<file path="src/rtl/starsoc_params.sv">
// Shared video timing parameters: per-mode timing fields, the mode table and the
// legacy 640x480 constants that older blocks still reference.
package starsoc_params;

  typedef struct packed {
    logic [11:0] h_vis;
    logic [11:0] hfp;
    logic [11:0] hsw;
    logic [11:0] hbp;
    logic [11:0] v_vis;
    logic [11:0] vfp;
    logic [11:0] vsw;
    logic [11:0] vbp;
    logic        pol;
  } timing_t;

  // Entry [n] is the timing of mode n.
  typedef timing_t [2:0] mode_table_t;

  localparam int h_visible = 640;
  localparam int v_visible = 480;
  localparam int h_max     = 800;
  localparam int v_max     = 525;

  localparam timing_t MODE_640X480 = '{h_vis: 12'd640, hfp: 12'd16, hsw: 12'd96, hbp: 12'd48,
                                       v_vis: 12'd480, vfp: 12'd10, vsw: 12'd2, vbp: 12'd33,
                                       pol: 1'b1};
  localparam timing_t MODE_800X600 = '{h_vis: 12'd800, hfp: 12'd40, hsw: 12'd128, hbp: 12'd88,
                                       v_vis: 12'd600, vfp: 12'd1, vsw: 12'd4, vbp: 12'd23,
                                       pol: 1'b1};
  localparam timing_t MODE_1280X720 = '{h_vis: 12'd1280, hfp: 12'd110, hsw: 12'd40, hbp: 12'd220,
                                        v_vis: 12'd720, vfp: 12'd5, vsw: 12'd5, vbp: 12'd20,
                                        pol: 1'b1};

  localparam mode_table_t MODE_TABLE = {MODE_1280X720, MODE_800X600, MODE_640X480};

  function automatic logic [15:0] line_total(input timing_t t);
    return 16'(t.h_vis) + 16'(t.hfp) + 16'(t.hsw) + 16'(t.hbp);
  endfunction

  function automatic logic [15:0] frame_total(input timing_t t);
    return 16'(t.v_vis) + 16'(t.vfp) + 16'(t.vsw) + 16'(t.vbp);
  endfunction

endpackage

</file>
<file path="src/rtl/video_timing_gen_if.sv">
// Control inputs and timing outputs of the video timing generator.
interface video_timing_gen_if #(
  parameter int COORD_W = 12,
  parameter int FCNT_W  = 16
);
  logic               vtg_ce;
  logic [1:0]         mode_sel;
  logic [COORD_W-1:0] pixel_x;
  logic [COORD_W-1:0] pixel_y;
  logic               hsync;
  logic               vsync;
  logic               hblank;
  logic               vblank;
  logic               video_on;
  logic               line_start;
  logic               frame_start;
  logic [FCNT_W-1:0]  frame_count;
  logic [1:0]         mode_active;
  logic               mode_err;

  modport master (
    input  vtg_ce, mode_sel,
    output pixel_x, pixel_y, hsync, vsync, hblank, vblank, video_on,
           line_start, frame_start, frame_count, mode_active, mode_err
  );

  modport slave (
    output vtg_ce, mode_sel,
    input  pixel_x, pixel_y, hsync, vsync, hblank, vblank, video_on,
           line_start, frame_start, frame_count, mode_active, mode_err
  );
endinterface

</file>
<file path="src/rtl/vtg_mode_decode.sv">
// Combinational lookup of the counter limits and sync/blank boundaries for a mode.
module vtg_mode_decode
  import starsoc_params::*;
#(
  parameter int          COORD_W = 12,
  parameter mode_table_t TIMING  = MODE_TABLE
) (
  input  logic [1:0]         mode,
  output logic [COORD_W-1:0] h_last,
  output logic [COORD_W-1:0] v_last,
  output logic [COORD_W-1:0] h_vis,
  output logic [COORD_W-1:0] v_vis,
  output logic [COORD_W-1:0] hs_first,
  output logic [COORD_W-1:0] hs_last,
  output logic [COORD_W-1:0] vs_first,
  output logic [COORD_W-1:0] vs_last,
  output logic               pol
);
  timing_t t;

  // Mode 3 never becomes active; it falls back to entry 0 so the decode is total.
  always_comb begin
    case (mode)
      2'd1:    t = TIMING[1];
      2'd2:    t = TIMING[2];
      default: t = TIMING[0];
    endcase
    h_vis    = COORD_W'(t.h_vis);
    v_vis    = COORD_W'(t.v_vis);
    h_last   = COORD_W'(line_total(t) - 16'd1);
    v_last   = COORD_W'(frame_total(t) - 16'd1);
    hs_first = COORD_W'(16'(t.h_vis) + 16'(t.hfp));
    hs_last  = COORD_W'(16'(t.h_vis) + 16'(t.hfp) + 16'(t.hsw) - 16'd1);
    vs_first = COORD_W'(16'(t.v_vis) + 16'(t.vfp));
    vs_last  = COORD_W'(16'(t.v_vis) + 16'(t.vfp) + 16'(t.vsw) - 16'd1);
    pol      = t.pol;
  end
endmodule

</file>
<file path="src/rtl/video_timing_gen.sv">
// Multi-mode raster timing generator: pixel/line counters, frame counter and
// frame-synchronous mode switching, with zero-latency sync/blank decode.
module video_timing_gen
  import starsoc_params::*;
#(
  parameter int          COORD_W    = 12,
  parameter int          FCNT_W     = 16,
  parameter int          RESET_MODE = 0,
  parameter mode_table_t TIMING     = MODE_TABLE
) (
  input  logic               pixel_clk,
  input  logic               reset,
  video_timing_gen_if.master vtg
);
  logic [COORD_W-1:0] pixel_x_reg, pixel_y_reg;
  logic [FCNT_W-1:0]  frame_count_reg;
  logic [1:0]         mode_active_reg;

  logic [COORD_W-1:0] h_last, v_last, h_vis, v_vis;
  logic [COORD_W-1:0] hs_first, hs_last, vs_first, vs_last;
  logic               pol, line_end, frame_end, hs_in, vs_in, hblank, vblank, line_start;

  vtg_mode_decode #(.COORD_W(COORD_W), .TIMING(TIMING)) u_decode (
    .mode     (mode_active_reg),
    .h_last   (h_last),
    .v_last   (v_last),
    .h_vis    (h_vis),
    .v_vis    (v_vis),
    .hs_first (hs_first),
    .hs_last  (hs_last),
    .vs_first (vs_first),
    .vs_last  (vs_last),
    .pol      (pol)
  );

  // >= rather than == keeps the counters bounded even from an out-of-range state.
  assign line_end  = pixel_x_reg >= h_last;
  assign frame_end = line_end && (pixel_y_reg >= v_last);

  always_ff @(posedge pixel_clk) begin
    if (reset) begin
      pixel_x_reg     <= '0;
      pixel_y_reg     <= '0;
      frame_count_reg <= '0;
      mode_active_reg <= 2'(RESET_MODE);
    end else if (vtg.vtg_ce) begin
      if (line_end) begin
        pixel_x_reg <= '0;
        if (frame_end) begin
          pixel_y_reg     <= '0;
          frame_count_reg <= frame_count_reg + FCNT_W'(1);
          if (vtg.mode_sel != 2'd3) begin
            mode_active_reg <= vtg.mode_sel;
          end
        end else begin
          pixel_y_reg <= pixel_y_reg + COORD_W'(1);
        end
      end else begin
        pixel_x_reg <= pixel_x_reg + COORD_W'(1);
      end
    end
  end

  assign hs_in      = (pixel_x_reg >= hs_first) && (pixel_x_reg <= hs_last);
  assign vs_in      = (pixel_y_reg >= vs_first) && (pixel_y_reg <= vs_last);
  assign hblank     = pixel_x_reg >= h_vis;
  assign vblank     = pixel_y_reg >= v_vis;
  assign line_start = vtg.vtg_ce && (pixel_x_reg == '0);

  assign vtg.pixel_x     = pixel_x_reg;
  assign vtg.pixel_y     = pixel_y_reg;
  assign vtg.hsync       = hs_in ~^ pol;
  assign vtg.vsync       = vs_in ~^ pol;
  assign vtg.hblank      = hblank;
  assign vtg.vblank      = vblank;
  assign vtg.video_on    = !hblank && !vblank;
  assign vtg.line_start  = line_start;
  assign vtg.frame_start = line_start && (pixel_y_reg == '0);
  assign vtg.frame_count = frame_count_reg;
  assign vtg.mode_active = mode_active_reg;
  assign vtg.mode_err    = !reset && vtg.vtg_ce && frame_end && (vtg.mode_sel == 2'd3);
endmodule

</file>
<file path="src/flat_wrapper.sv">
// flat-port wrapper written by rule: the top's interface ports become plain ports
module video_timing_gen_flat import starsoc_params::*;
#(
  parameter int          COORD_W    = 12,
  parameter int          FCNT_W     = 16,
  parameter int          RESET_MODE = 0,
  parameter mode_table_t TIMING     = MODE_TABLE
)
  (pixel_clk, reset, vtg_vtg_ce, vtg_mode_sel, vtg_pixel_x, vtg_pixel_y, vtg_hsync, vtg_vsync, vtg_hblank, vtg_vblank, vtg_video_on, vtg_line_start, vtg_frame_start, vtg_frame_count, vtg_mode_active, vtg_mode_err);
  video_timing_gen_if #(.COORD_W(COORD_W), .FCNT_W(FCNT_W)) vtg_i ();
  input  logic pixel_clk;
  input  logic reset;
  input wire logic [$bits(vtg_i.vtg_ce)-1:0] vtg_vtg_ce;
  input wire logic [$bits(vtg_i.mode_sel)-1:0] vtg_mode_sel;
  output wire logic [$bits(vtg_i.pixel_x)-1:0] vtg_pixel_x;
  output wire logic [$bits(vtg_i.pixel_y)-1:0] vtg_pixel_y;
  output wire logic [$bits(vtg_i.hsync)-1:0] vtg_hsync;
  output wire logic [$bits(vtg_i.vsync)-1:0] vtg_vsync;
  output wire logic [$bits(vtg_i.hblank)-1:0] vtg_hblank;
  output wire logic [$bits(vtg_i.vblank)-1:0] vtg_vblank;
  output wire logic [$bits(vtg_i.video_on)-1:0] vtg_video_on;
  output wire logic [$bits(vtg_i.line_start)-1:0] vtg_line_start;
  output wire logic [$bits(vtg_i.frame_start)-1:0] vtg_frame_start;
  output wire logic [$bits(vtg_i.frame_count)-1:0] vtg_frame_count;
  output wire logic [$bits(vtg_i.mode_active)-1:0] vtg_mode_active;
  output wire logic [$bits(vtg_i.mode_err)-1:0] vtg_mode_err;
  assign vtg_i.vtg_ce = vtg_vtg_ce;
  assign vtg_i.mode_sel = vtg_mode_sel;
  assign vtg_pixel_x = vtg_i.pixel_x;
  assign vtg_pixel_y = vtg_i.pixel_y;
  assign vtg_hsync = vtg_i.hsync;
  assign vtg_vsync = vtg_i.vsync;
  assign vtg_hblank = vtg_i.hblank;
  assign vtg_vblank = vtg_i.vblank;
  assign vtg_video_on = vtg_i.video_on;
  assign vtg_line_start = vtg_i.line_start;
  assign vtg_frame_start = vtg_i.frame_start;
  assign vtg_frame_count = vtg_i.frame_count;
  assign vtg_mode_active = vtg_i.mode_active;
  assign vtg_mode_err = vtg_i.mode_err;
  video_timing_gen #(.COORD_W(COORD_W), .FCNT_W(FCNT_W), .RESET_MODE(RESET_MODE), .TIMING(TIMING)) u_core (.pixel_clk(pixel_clk), .reset(reset), .vtg(vtg_i));
endmodule
</file>
<file path="config.mk">
export PLATFORM = sky130hd
export DESIGN_NAME = video_timing_gen_flat
export DESIGN_NICKNAME = d
export VERILOG_FILES = /design/src/rtl/starsoc_params.sv /design/src/rtl/video_timing_gen_if.sv /design/src/rtl/vtg_mode_decode.sv /design/src/rtl/video_timing_gen.sv /design/src/flat_wrapper.sv
export SDC_FILE = /design/constraint.sdc
export NUM_CORES = 1
export LEC_CHECK = 0
export BUFFER_PORTS_ARGS = -buffer_cell sky130_fd_sc_hd__buf_2
export CAP_MARGIN = 0
export CORE_AREA = 2 2 80 82
export CTS_CLUSTER_DIAMETER = 40
export DETAILED_ROUTE_END_ITERATION = 12
export DIE_AREA = 0 0 82 84
export GPL_ROUTABILITY_DRIVEN = 0
export PLACE_DENSITY = 0.81
export SLEW_MARGIN = 20
export SYNTH_ARGS = -nofsm -noshare
export SYNTH_HDL_FRONTEND = slang
export SYNTH_SLANG_ARGS = --single-unit
</file>
<file path="constraint.sdc">
create_clock -name pixel_clk -period 5.7 [get_ports pixel_clk]
set_input_delay 0.855 -clock pixel_clk [delete_from_list [all_inputs] [get_ports pixel_clk]]
set_output_delay 0.855 -clock pixel_clk [all_outputs]
set_load 0.01 [all_outputs]
</file>
# After elaboration in Yosys (flattened, before gate mapping)
# Cells that the tools add are included.
dict set report classes {
  addsub 13
  magnitude_cmp 8
  n_eq_ne 4
  mux 3
  bitwise_logic 2
  n_reduce_logical 17
}
# op n
set op_table {}
lappend op_table {{96-bit one-hot mux with 2 select lines} 1}
lappend op_table {{12-bit adder} 5}
lappend op_table {{12-bit >= comparator} 5}
lappend op_table {{12-bit by 1-bit subtractor with 12-bit output, second input constant} 4}
lappend op_table {{12-bit by 1-bit adder with 12-bit output, second input constant} 2}
lappend op_table {{12-bit <= comparator} 2}
lappend op_table {{12-bit logical NOT} 2}
lappend op_table {{12-bit two-way mux} 2}
lappend op_table {{16-bit by 1-bit adder with 16-bit output, second input constant} 1}
lappend op_table {{11-bit by 12-bit adder with 12-bit output} 1}
lappend op_table {{12-bit by 11-bit >= comparator with 1-bit output} 1}
lappend op_table {{1-bit logical AND} 9}
lappend op_table {{2-bit == test, second input constant} 2}
lappend op_table {{4-bit AND reduction} 1}
lappend op_table {{1-bit logical NOT} 3}
lappend op_table {{3-bit AND reduction} 1}
lappend op_table {{2-bit by 1-bit == test with 1-bit output, second input constant} 1}
lappend op_table {{2-bit inequality test, second input constant} 1}
lappend op_table {{2-bit AND reduction} 1}
lappend op_table {{1-bit bitwise XNOR} 2}
dict set report word_totals {
  reg_bits 42
  inputBits 5
  word_cells 51
}

# Longest topological paths before layout
dict set report depth {
  word_depth 10
  ltp_mapped 14
  depth_no_buf 11
}

# Hierarchy
# From an unflattened synthesis, not the netlist that was laid out.
dict set report unflattened {
  hier_cells 643
  hier_area_um2 4984.8
}
# module n_inst cells_per_inst area_each_um2
set by_module_without_submodules {}
lappend by_module_without_submodules {video_timing_gen 1 542 4255.3}
lappend by_module_without_submodules {vtg_mode_decode 1 101 729.4}

# Worst setup path before layout
# No wires, ideal clock.
dict set report synth_path {
  path_type {register to output}
  startpoint {reg u_core.mode_active_reg[0], in the netlist u_core.vtg.mode_active[0]}
  endpoint {out vtg_mode_err}
  arrival_ns 2.972
  t_required_ns 4.845
  slack_ns 1.873
  stages_incl_launch_ff 12
  path_buffers 2
  path_cell_list {dfxtp_1 inv_1 ha_1 inv_1 ha_1 nor2b_1 nor4b_1 o31ai_1 a22o_1 buf_6 buf_2 nor4_1}
}
dict set report synth_via {
  elab_chain_len 10
  word_cells_on_any_way 16
  classes_between {add/sub (8); order compare (2); eq/ne (2); mux (1); reduce/logical (3)}
}
# item line
set synth_rtl {}
lappend synth_rtl {{from (decl)} video_timing_gen.sv:17} ;# logic [1:0] mode_active_reg;
lappend synth_rtl {{from (signal assigned)} video_timing_gen.sv:45} ;# mode_active_reg <= 2'(RESET_MODE);
lappend synth_rtl {{from (signal assigned)} video_timing_gen.sv:53} ;# mode_active_reg <= vtg.mode_sel;
lappend synth_rtl {{2-bit == test / 2-bit by 1-bit == test with 1-bit output (equally long branches)} vtg_mode_decode.sv:23} ;# case (mode)
lappend synth_rtl {{96-bit one-hot mux with 2 select lines *} vtg_mode_decode.sv:23}
lappend synth_rtl {{11-bit by 12-bit adder with 12-bit output / 12-bit adder (equally long branches)} {starsoc_params.sv:38, starsoc_params.sv:42}}
lappend synth_rtl {{12-bit adder, on equally long branches (2 in a row)} {starsoc_params.sv:38, starsoc_params.sv:42}}
lappend synth_rtl {{12-bit by 1-bit subtractor with 12-bit output, on equally long branches} {vtg_mode_decode.sv:30, vtg_mode_decode.sv:31}}
lappend synth_rtl {{12-bit >= comparator, on equally long branches} {video_timing_gen.sv:37, video_timing_gen.sv:38}}
lappend synth_rtl {{1-bit logical AND *} video_timing_gen.sv:38} ;# assign frame_end = line_end && (pixel_y_reg >= v_last);
lappend synth_rtl {{1-bit logical AND * (2 in a row)} video_timing_gen.sv:81} ;# assign vtg.mode_err = !reset && vtg.vtg_ce && frame_end && (vtg.mode_sel == 2'd3);
lappend synth_rtl {{to (decl)} flat_wrapper.sv:26} ;# output wire logic [$bits(vtg_i.mode_err)-1:0] vtg_mode_err;
# Every way passes the cells marked *; elsewhere a longest branch is shown, timed or not.

# Worst setup path after layout
# Same ends and word-level chain as after synthesis.

==> results.sh <==
export IMPL_grt_usage=0.257
export IMPL_fmax_mhz=214
export IMPL_dp_hpwl_um=6550
export IMPL_dpl_cell_area_mm2=0.00376
export IMPL_antenna_found_initial=0
export IMPL_synth_seq_area_share=0.244
export IMPL_yosys_area_top_type="dfxtp_1"
export IMPL_gr_usage_met2=0.411
export IMPL_worstSkewPairLatency_ps=300
export IMPL_clock_path_buffers=2
export IMPL_ys_top_cells_by_count="67 x ha_1, 42 x dfxtp_1, 40 x nor2_1"
export IMPL_wl_per_cell_um=15.6
export IMPL_cp_required_ps=4850
export IMPL_power_density_mw_per_mm2=132
export IMPL_netSwitchingPower_w=0.000120
export IMPL_grt_pass1_wl_um=14100
export IMPL_cts_setup_buffers=0
export IMPL_core_mm2=0.00610
export IMPL_critical_path_startpoint_type="flop"
export IMPL_critPathArrivalTime_ps=3820
export IMPL_max_cap_violations=0
export IMPL_power_clock_fraction=0.359
export IMPL_rsz0062_at_grt="false"
export IMPL_p_comb_frac=0.053
export IMPL_final_util=0.630
export IMPL_path_clk_slew_ps=80
export IMPL_avgSynthCellArea_um2=8.28
export IMPL_regArea_um2=841
export IMPL_grtUsageMet3=0.0357
export IMPL_met1_usage=0.359
export IMPL_vdd_drop_max_mv=0.0932
export IMPL_dp_cells=538
export IMPL_synthArstFlopShare=0
export IMPL_io_pins=55
export IMPL_synth_flop_cell="dfxtp_1"
export IMPL_post_cts_resized=0
export IMPL_timing_setup_tns_ps=0
export IMPL_n_antenna_cell=0
export IMPL_die_area_mm2=0.00689
export IMPL_remaining_drc_errors=0
export IMPL_fin_cells=545
export IMPL_drive_gt1_frac=0.137
export IMPL_synth_distinct_cells=53
export IMPL_multi_input_area_mm2=0.00244
export IMPL_die_w_um=82
export IMPL_hold_viol_final=0
export IMPL_path_buf_inv=3
export IMPL_end_kind="primary output"
export IMPL_drt_iter0_markers=225
export IMPL_routed_via_density=5.86
export IMPL_ys_seq_elements=42
export IMPL_post_synth_top_count_cell="ha_1"
export IMPL_intPower_w=0.000386
export IMPL_finalSetupViolCount=0
export IMPL_skew_ps=7.56
export IMPL_grt_pass1_vias=3015
export IMPL_start_util=0.565
export IMPL_power_w=0.000506
export IMPL_drv_slew=0
export IMPL_ant_nets=0
export IMPL_synth_edf_count=0
export IMPL_vias=3193
export IMPL_root_buffer="clkbuf_8"
export IMPL_rows=29
export IMPL_max_stage_delay_ps=610
export IMPL_largest_reg_flops=16
export IMPL_io_buffer_count=54
export IMPL_fillers=539
export IMPL_synthTopCellsByArea="dfxtp_1 24%, ha_1 24%, a21oi_1 5.1%"
export IMPL_yosysWarnings=0
export IMPL_netlist_area_leader_share=0.244
export IMPL_hold_buffers=0
export IMPL_power_frac_seq=0.588
export IMPL_wl_um=8500
export IMPL_area_delta_synth_final_pct=11.4
export IMPL_overflow=0
export IMPL_final_nets=540
export IMPL_crit_chain="inv_1 > ha_1 > inv_1 > ha_1 > a21oi_1 > o22ai_1 > a21oi_1 > a22o_1 > nor4_1 > buf_2"
export IMPL_p_leak_nw=1.80
export IMPL_tightest_slew_ps=1030
export IMPL_htreeDepth=2
export IMPL_syn_inst=416
export IMPL_status="completed"
export IMPL_numCtsBuffers=5
export IMPL_synth_nets=488
export IMPL_min_path_type="flop to flop"
export IMPL_cts_sinks=42
export IMPL_syn_area_mm2=0.00344
export IMPL_p_sw_frac=0.237
export IMPL_cts_tree="built"
export IMPL_min_period_ps=4670
export IMPL_busiest_layer="met2"
export IMPL_dr_pass1_iters=5
export IMPL_worst_setup_path_type="flop to primary output"
export IMPL_die_h_um=84
export IMPL_critPathMaxFanout=19
export IMPL_slew_headroom=0.316
export IMPL_grt_max_degree=23
export IMPL_post_route_period_util=0.820
export IMPL_critical_path_top_delay_family="compound AO/OA/AOI/OAI gates"
export IMPL_crit_path_top_delay_cell="a22o_1"
export IMPL_postLayoutCellArea_mm2=0.00384
[layer usage]
layer  share of wire  vias up
met3           0.049        7
met4          0.0089        0
met2            0.47       86
met1            0.47     1490
li1                -     1610
met5               0        -
[power by group through the flow]
stage          sequential [W]  clock (W)  combinational (W)
6_report             0.000298   0.000182          0.0000266
4_1_cts              0.000298   0.000186          0.0000266
3_5_place_dp         0.000305          0          0.0000265
2_1_floorplan        0.000305          0          0.0000181
3_3_place_gp         0.000304          0          0.0000258
5_1_grt              0.000298   0.000199          0.0000302
[logic make-up (layout without fill, tap and decap cells)]
logic type                 count (synthesis)  after routing  synth area share
and+or+nand+nor                          145            145             0.220
other                                      1              1           0.00109
DFF                                       42             42             0.244
AOI/OAI and AO/OA                         97             97             0.178
xor gates and xnor gates                  20             20            0.0509
buffers and inverters                     39             91            0.0479
muxes                                      5              5            0.0153
adders and majority gates                 67             67             0.243
[worst paths after layout]
check	startpoint	to	slack (ps)	cells after the start
max	u_core.vtg.mode_active[0]	vtg_mode_err	1030	10
min	u_core.vtg.frame_count[11]	u_core.vtg.frame_count[11]	500	2
max reg2reg	u_core.vtg.mode_active[0]	u_core.vtg.pixel_y[5]	1770	10
min reg2reg	u_core.vtg.frame_count[11]	u_core.vtg.frame_count[11]	500	2
[per-stage QoR]
stage                     hold WS, ps  worst slack, ps
final                             495             1030
after global routing              535              676
after CTS                         495             1050
after detailed placement          480             1410
after global placement            482             1590
after floorplan                   504             1870
[worst reg2reg max path: cells and delay by family, from the launching register on]
kind	cells	cell delay, ps
fa+ha+maj	2	890
flops	1	400
compound gates	5	1700
simple gates	1	380
buf+inv	2	490
[area by class of cell]
type,instances,share of cell area
inverters,30,0.0293
clock inverters,2,0.00261
well taps,77,0.0251
clock buffers,5,0.0179
multi-input cells,335,0.635
repair buffers,54,0.0704
flip-flops and latches,42,0.219
[layout by cell type, fill, tap and decap left out, drive strengths merged, types with 3 or more instances in the layout]
cell     n
nor2    40
nor3    11
a21oi   35
a31oi    4
inv     30
and3     9
o21a     3
mux2i    3
ha      67
o21ai   19
nand2b   3
clkbuf   5
xor2    10
dfxtp   42
nand4    8
nand3    9
nor2b    8
or3      5
nor4b    3
or4      3
xnor2   10
o31ai    4
nor4     6
a21o     6
buf     54
nand2   31
a211oi   6
No activity file was read; power rests on OpenSTA's default activity.
